==> config.mk <==
export PLATFORM = sky130hd
export DESIGN_NAME = testvector_sequencer
export DESIGN_NICKNAME = d
export VERILOG_FILES = /design/src/rtl/testvector_sequencer.sv
export SDC_FILE = /design/constraint.sdc
export NUM_CORES = 1
export LEC_CHECK = 0
export ABC_AREA = 1
export CAP_MARGIN = 5
export CELL_PAD_IN_SITES_DETAIL_PLACEMENT = 0
export CELL_PAD_IN_SITES_GLOBAL_PLACEMENT = 2
export CORE_MARGIN = 2
export CORE_UTILIZATION = 31
export DETAILED_ROUTE_END_ITERATION = 10
export GPL_TIMING_DRIVEN = 0
export PLACE_DENSITY = 0.95
export SLEW_MARGIN = 20
export SYNTH_ARGS = -nofsm -noshare
export SYNTH_HDL_FRONTEND = slang
export SYNTH_SLANG_ARGS = --single-unit
==> constraint.sdc <==
create_clock -name clk -period 3.5 [get_ports clk]
set_input_delay 0.7 -clock clk [delete_from_list [all_inputs] [get_ports clk]]
set_output_delay 0.7 -clock clk [all_outputs]
set_load 0.02 [all_outputs]
==> src/rtl/testvector_sequencer.sv <==
// Steps through a synchronous vector ROM, drives each stimulus into a DUT, and scores the DUT response.
// Each vector takes 3+DUT_LAT cycles; start is ignored unless the sequencer is idle or done.
module testvector_sequencer #(
  parameter int N_VECTORS = 16,
  parameter int IN_W      = 8,
  parameter int OUT_W     = 8,
  parameter int DUT_LAT   = 0,
  localparam int ADDR_W   = (N_VECTORS > 1) ? $clog2(N_VECTORS) : 1
) (
  input  logic                    clk,
  input  logic                    reset,
  input  logic                    start,
  output logic [ADDR_W-1:0]       vec_addr,
  input  logic [IN_W+OUT_W-1:0]   vec_data,
  output logic [IN_W-1:0]         dut_in,
  input  logic [OUT_W-1:0]        dut_out,
  output logic                    busy,
  output logic                    done,
  output logic                    pass,
  output logic [31:0]             error_count,
  output logic [ADDR_W-1:0]       first_fail
);

  typedef enum logic [2:0] {IDLE, FETCH, LOAD, WAIT, CHECK, DONE} state_t;

  localparam logic [ADDR_W-1:0] LAST_IDX = ADDR_W'(N_VECTORS - 1);
  localparam logic [3:0]        LAT      = 4'(DUT_LAT);

  state_t              state_q, state_d;
  logic [ADDR_W-1:0]   index_q, index_d;
  logic [3:0]          wait_cnt_q, wait_cnt_d;
  logic [IN_W-1:0]     dut_in_q, dut_in_d;
  logic [OUT_W-1:0]    expected_q, expected_d;
  logic [31:0]         error_count_q, error_count_d;
  logic [ADDR_W-1:0]   first_fail_q, first_fail_d;

  always_ff @(posedge clk or posedge reset) begin
    if (reset) begin
      state_q       <= IDLE;
      index_q       <= '0;
      wait_cnt_q    <= '0;
      dut_in_q      <= '0;
      expected_q    <= '0;
      error_count_q <= '0;
      first_fail_q  <= '0;
    end else begin
      state_q       <= state_d;
      index_q       <= index_d;
      wait_cnt_q    <= wait_cnt_d;
      dut_in_q      <= dut_in_d;
      expected_q    <= expected_d;
      error_count_q <= error_count_d;
      first_fail_q  <= first_fail_d;
    end
  end

  always_comb begin
    state_d       = state_q;
    index_d       = index_q;
    wait_cnt_d    = wait_cnt_q;
    dut_in_d      = dut_in_q;
    expected_d    = expected_q;
    error_count_d = error_count_q;
    first_fail_d  = first_fail_q;
    case (state_q)
      IDLE, DONE: begin
        if (start) begin
          index_d       = '0;
          error_count_d = '0;
          first_fail_d  = '0;
          state_d       = FETCH;
        end
      end
      FETCH: state_d = LOAD;
      LOAD: begin
        dut_in_d   = vec_data[IN_W+OUT_W-1:OUT_W];
        expected_d = vec_data[OUT_W-1:0];
        wait_cnt_d = LAT;
        state_d    = (DUT_LAT > 0) ? WAIT : CHECK;
      end
      WAIT: begin
        wait_cnt_d = wait_cnt_q - 4'd1;
        if (wait_cnt_q == 4'd1) state_d = CHECK;
      end
      CHECK: begin
        if (dut_out != expected_q) begin
          // first_fail latches only on the transition out of a clean run
          if (error_count_q == '0) first_fail_d = index_q;
          if (error_count_q != '1) error_count_d = error_count_q + 32'd1;
        end
        if (index_q == LAST_IDX) begin
          state_d = DONE;
        end else begin
          index_d = index_q + 1'b1;
          state_d = FETCH;
        end
      end
      default: state_d = IDLE;
    endcase
  end

  always_comb begin
    busy        = (state_q != IDLE) && (state_q != DONE);
    done        = (state_q == DONE);
    pass        = done && (error_count_q == '0);
    vec_addr    = index_q;
    dut_in      = dut_in_q;
    error_count = error_count_q;
    first_fail  = first_fail_q;
  end

endmodule

==> reports/metrics.cfg <==
[clocking]
ctsResizeCount = 0
tritoncts = built
cts.clk_slew.worst_paths_ns = 0.05
clk_latency_ns = 0.34
cts_hold_buf = 0
cts_buffers = 9
h-tree-depth = 3
cts_buffer_depth = 2
post_cts.repair.setup_buffers = 0
cts.sinks = 63
cts-root-buf = clkbuf_16

[worst_hold_path]
min_path_type = reg -> reg

[pwr]
p_per_area_nw_per_um2 = 539.8
switching_power_mw = 1.091
p_clk_frac = 0.281
power_frac_seq = 0.335
peakVddDrop_mv = 0.3017
power_mw = 2.846
leakage_nw = 2.403
p_int_mw = 1.755
combinationalPowerShare = 0.383
switching_share = 0.3834

[die]
dieWidth_um = 117.7
rows = 41
die_area_um2 = 13860
initial_core_util = 0.3178
ios = 78
die_h_um = 117.7
core_area_um2 = 12620

[route]
drt_wl_total_um = 10860
drtIter0Drc = 177
avgRoutedWirePerCell_um = 12.75
drtAntennaViolNets = 0
drt-pass1-iter-count = 4
vias = 3857
drcViolationCount = 0
post_drt_via_cell_ratio = 4.527

[synthesis]
synth_cells = 589
synth_area_per_cell_um2 = 6.808
yosys.area_share.simple = 0.3938
synth-adder-area-share = 0.01560
synth_edf_count = 0
synth_compound_area_frac = 0.09672
syn-num-nets = 621
synth_top_family_by_area = simple AND/OR/NAND/NOR gates
synth_ff_type = dfrtp_1
async_reset_ff_frac = 1.000
synth_warnings = 0
synthXorXnorAreaFrac = 0.01310
synth_seq_area_share = 0.3931
synth_cell_type_count = 31
synth_area_um2 = 4010
ys_seq_elements = 63
synth.area.mux_share = 0

[global_route]
grt_pass1_vias = 3764
grt_util_all_layers = 0.1630
antenna_found_initial = 0
grt_overflow = 0
grt_start_max_net_pins = 40
grt_pass1_wl_um = 18330

[final_layout]
seq_area_um2 = 1577
multi_input_area_um2 = 2082
most-common-layout-cells = nand2_1 (211), nor2_1 (84), clkdlybuf4s50_1 (77)
fin_util = 0.4177
final_area_um2 = 5271
drive_gt1_frac = 0.1029
n_fill_cell = 1364
final_common_cell = nand2_1
instances_no_fill = 852
antenna_cells = 0
syn_to_final_growth_pct = 31.45
layout.nets = 710

[place]
io_buffers = 77
gp_congestion = 0.8924
placed_area_um2 = 5019
dp.cells = 839
hpwlAfterDp_um = 8355

[timing]
max_freq_mhz = 345.3
final.period_utilization = 0.8276
slew_headroom = 0.5919
tightestPinTransition_ns = 0.6058
skew_ns = 0.005905
slew_viol_final = 0
finalSetupTns_ns = 0
rsz0062_at_grt = no
finalSetupViolCount = 0
hold_viol = 0
fin_crit_ns = 2.896

[setup_path]
required_ns = 2.80
cp-start-kind = flip-flop
cp_max_fo = 7
cp-end-kind = output port
arrival_ns = 2.20
critical_path_class = reg -> out

[run_status]
status = completed

[job]
maxCapViolCount = 0

power groups by stage:
stage	combinational, mW	clock [mW]	sequential [mW]
after floorplan	0.664	0	1.02
after global placement	1.09	0	0.958
after detailed placement	1.11	0	0.964
after CTS	1.11	0.823	0.955
after global routing	1.22	0.854	0.976
final	1.09	0.801	0.954
state kept, by name (all words and copies together), names as in the netlist:
name	count
dut_in	8
vec_addr	4
state_q	3
first_fail	4
error_count	32
expected_q	8
wait_cnt_q	4
synth_stat cells (2+ instances only):
master    number  area, um2
buf_6          2      22.52
o21ai_0       29      145.1
nand4_1        2      12.51
o22ai_1        2      12.51
buf_2          4      20.02
a21oi_1        8      40.04
o21bai_1       2      15.01
nor3_1         2      10.01
xnor2_1        3      26.28
or2_2          6      37.54
o21ai_2       18      157.7
xor2_1         3      26.28
inv_1         68      255.2
nand3_1       42      210.2
o21ai_1        2      10.01
nor2_4         2      22.52
nand2_1      211      792.0
dfrtp_1       63       1577
ha_1           5      62.56
nand2_2       16      100.1
nor2_1        84      315.3
clkbuf_1       5      18.77
nor2_2         2      12.51
area by class of cell:
class / instances / share of cell area
multi-input cells: 445 / 0.3950
flip-flops and latches: 63 / 0.2991
repair buffers: 78 / 0.1500
inverters: 68 / 0.04890
clock buffers: 11 / 0.04605
well taps: 172 / 0.04083
plain buffers: 13 / 0.01828
clock inverters: 2 / 0.001899
per-layer routing:
layer / wire, um / track usage / part of all wire
met5: 0 / 0 / 0
met4: 175 / 0.05949 / 0.016
met3: 505 / 0.03682 / 0.046
met2: 5116 / 0.2707 / 0.47
met1: 5063 / 0.2072 / 0.47
final timing paths:
| check | start | endpoint | slack (ns) | cells after the start |
|---|---|---|---|---|
| worst max-delay path | error_count[21] | pass | 0.60 | 6 |
| worst min-delay path | dut_in[4] | dut_in[4] | 0.47 | 2 |
| worst max register to register | error_count[11] | error_count[29] | 1.49 | 10 |
| worst min register to register | dut_in[4] | dut_in[4] | 0.47 | 2 |
| max in group asynchronous | reset | error_count[4] | 2.30 | 3 |
| min in group asynchronous | reset | dut_in[2] | 0.69 | 2 |
cells by family (layout without fill, tap and decap cells):
family                     after synthesis  in the layout
and+or+nand+nor                        372            372
buffers and inverters                   81            172
DFF                                     63             63
AOI/OAI and AO/OA                       62             62
xor gates and xnor gates                 6              6
adders and majority gates                5              5
critical path, cell delays in order, from the launching register on:
cell	delay, ns
dfrtp_1	0.46
nor2_1	0.13
nand3_1	0.08
nor2_1	0.17
nand2_1	0.12
nor3_1	0.24
clkdlybuf4s50_1	0.66
per-stage QoR:
stage / hold slack (ns) / worst slack (ns)
3_3_place_gp: 0.4528 / -0.05206
2_1_floorplan: 0.4625 / 1.230
4_1_cts: 0.4718 / 0.5400
5_1_grt: 0.4999 / 0.4521
6_report: 0.4677 / 0.6036
3_5_place_dp: 0.4584 / 0.9208
Power figures use the tool's default switching activity.
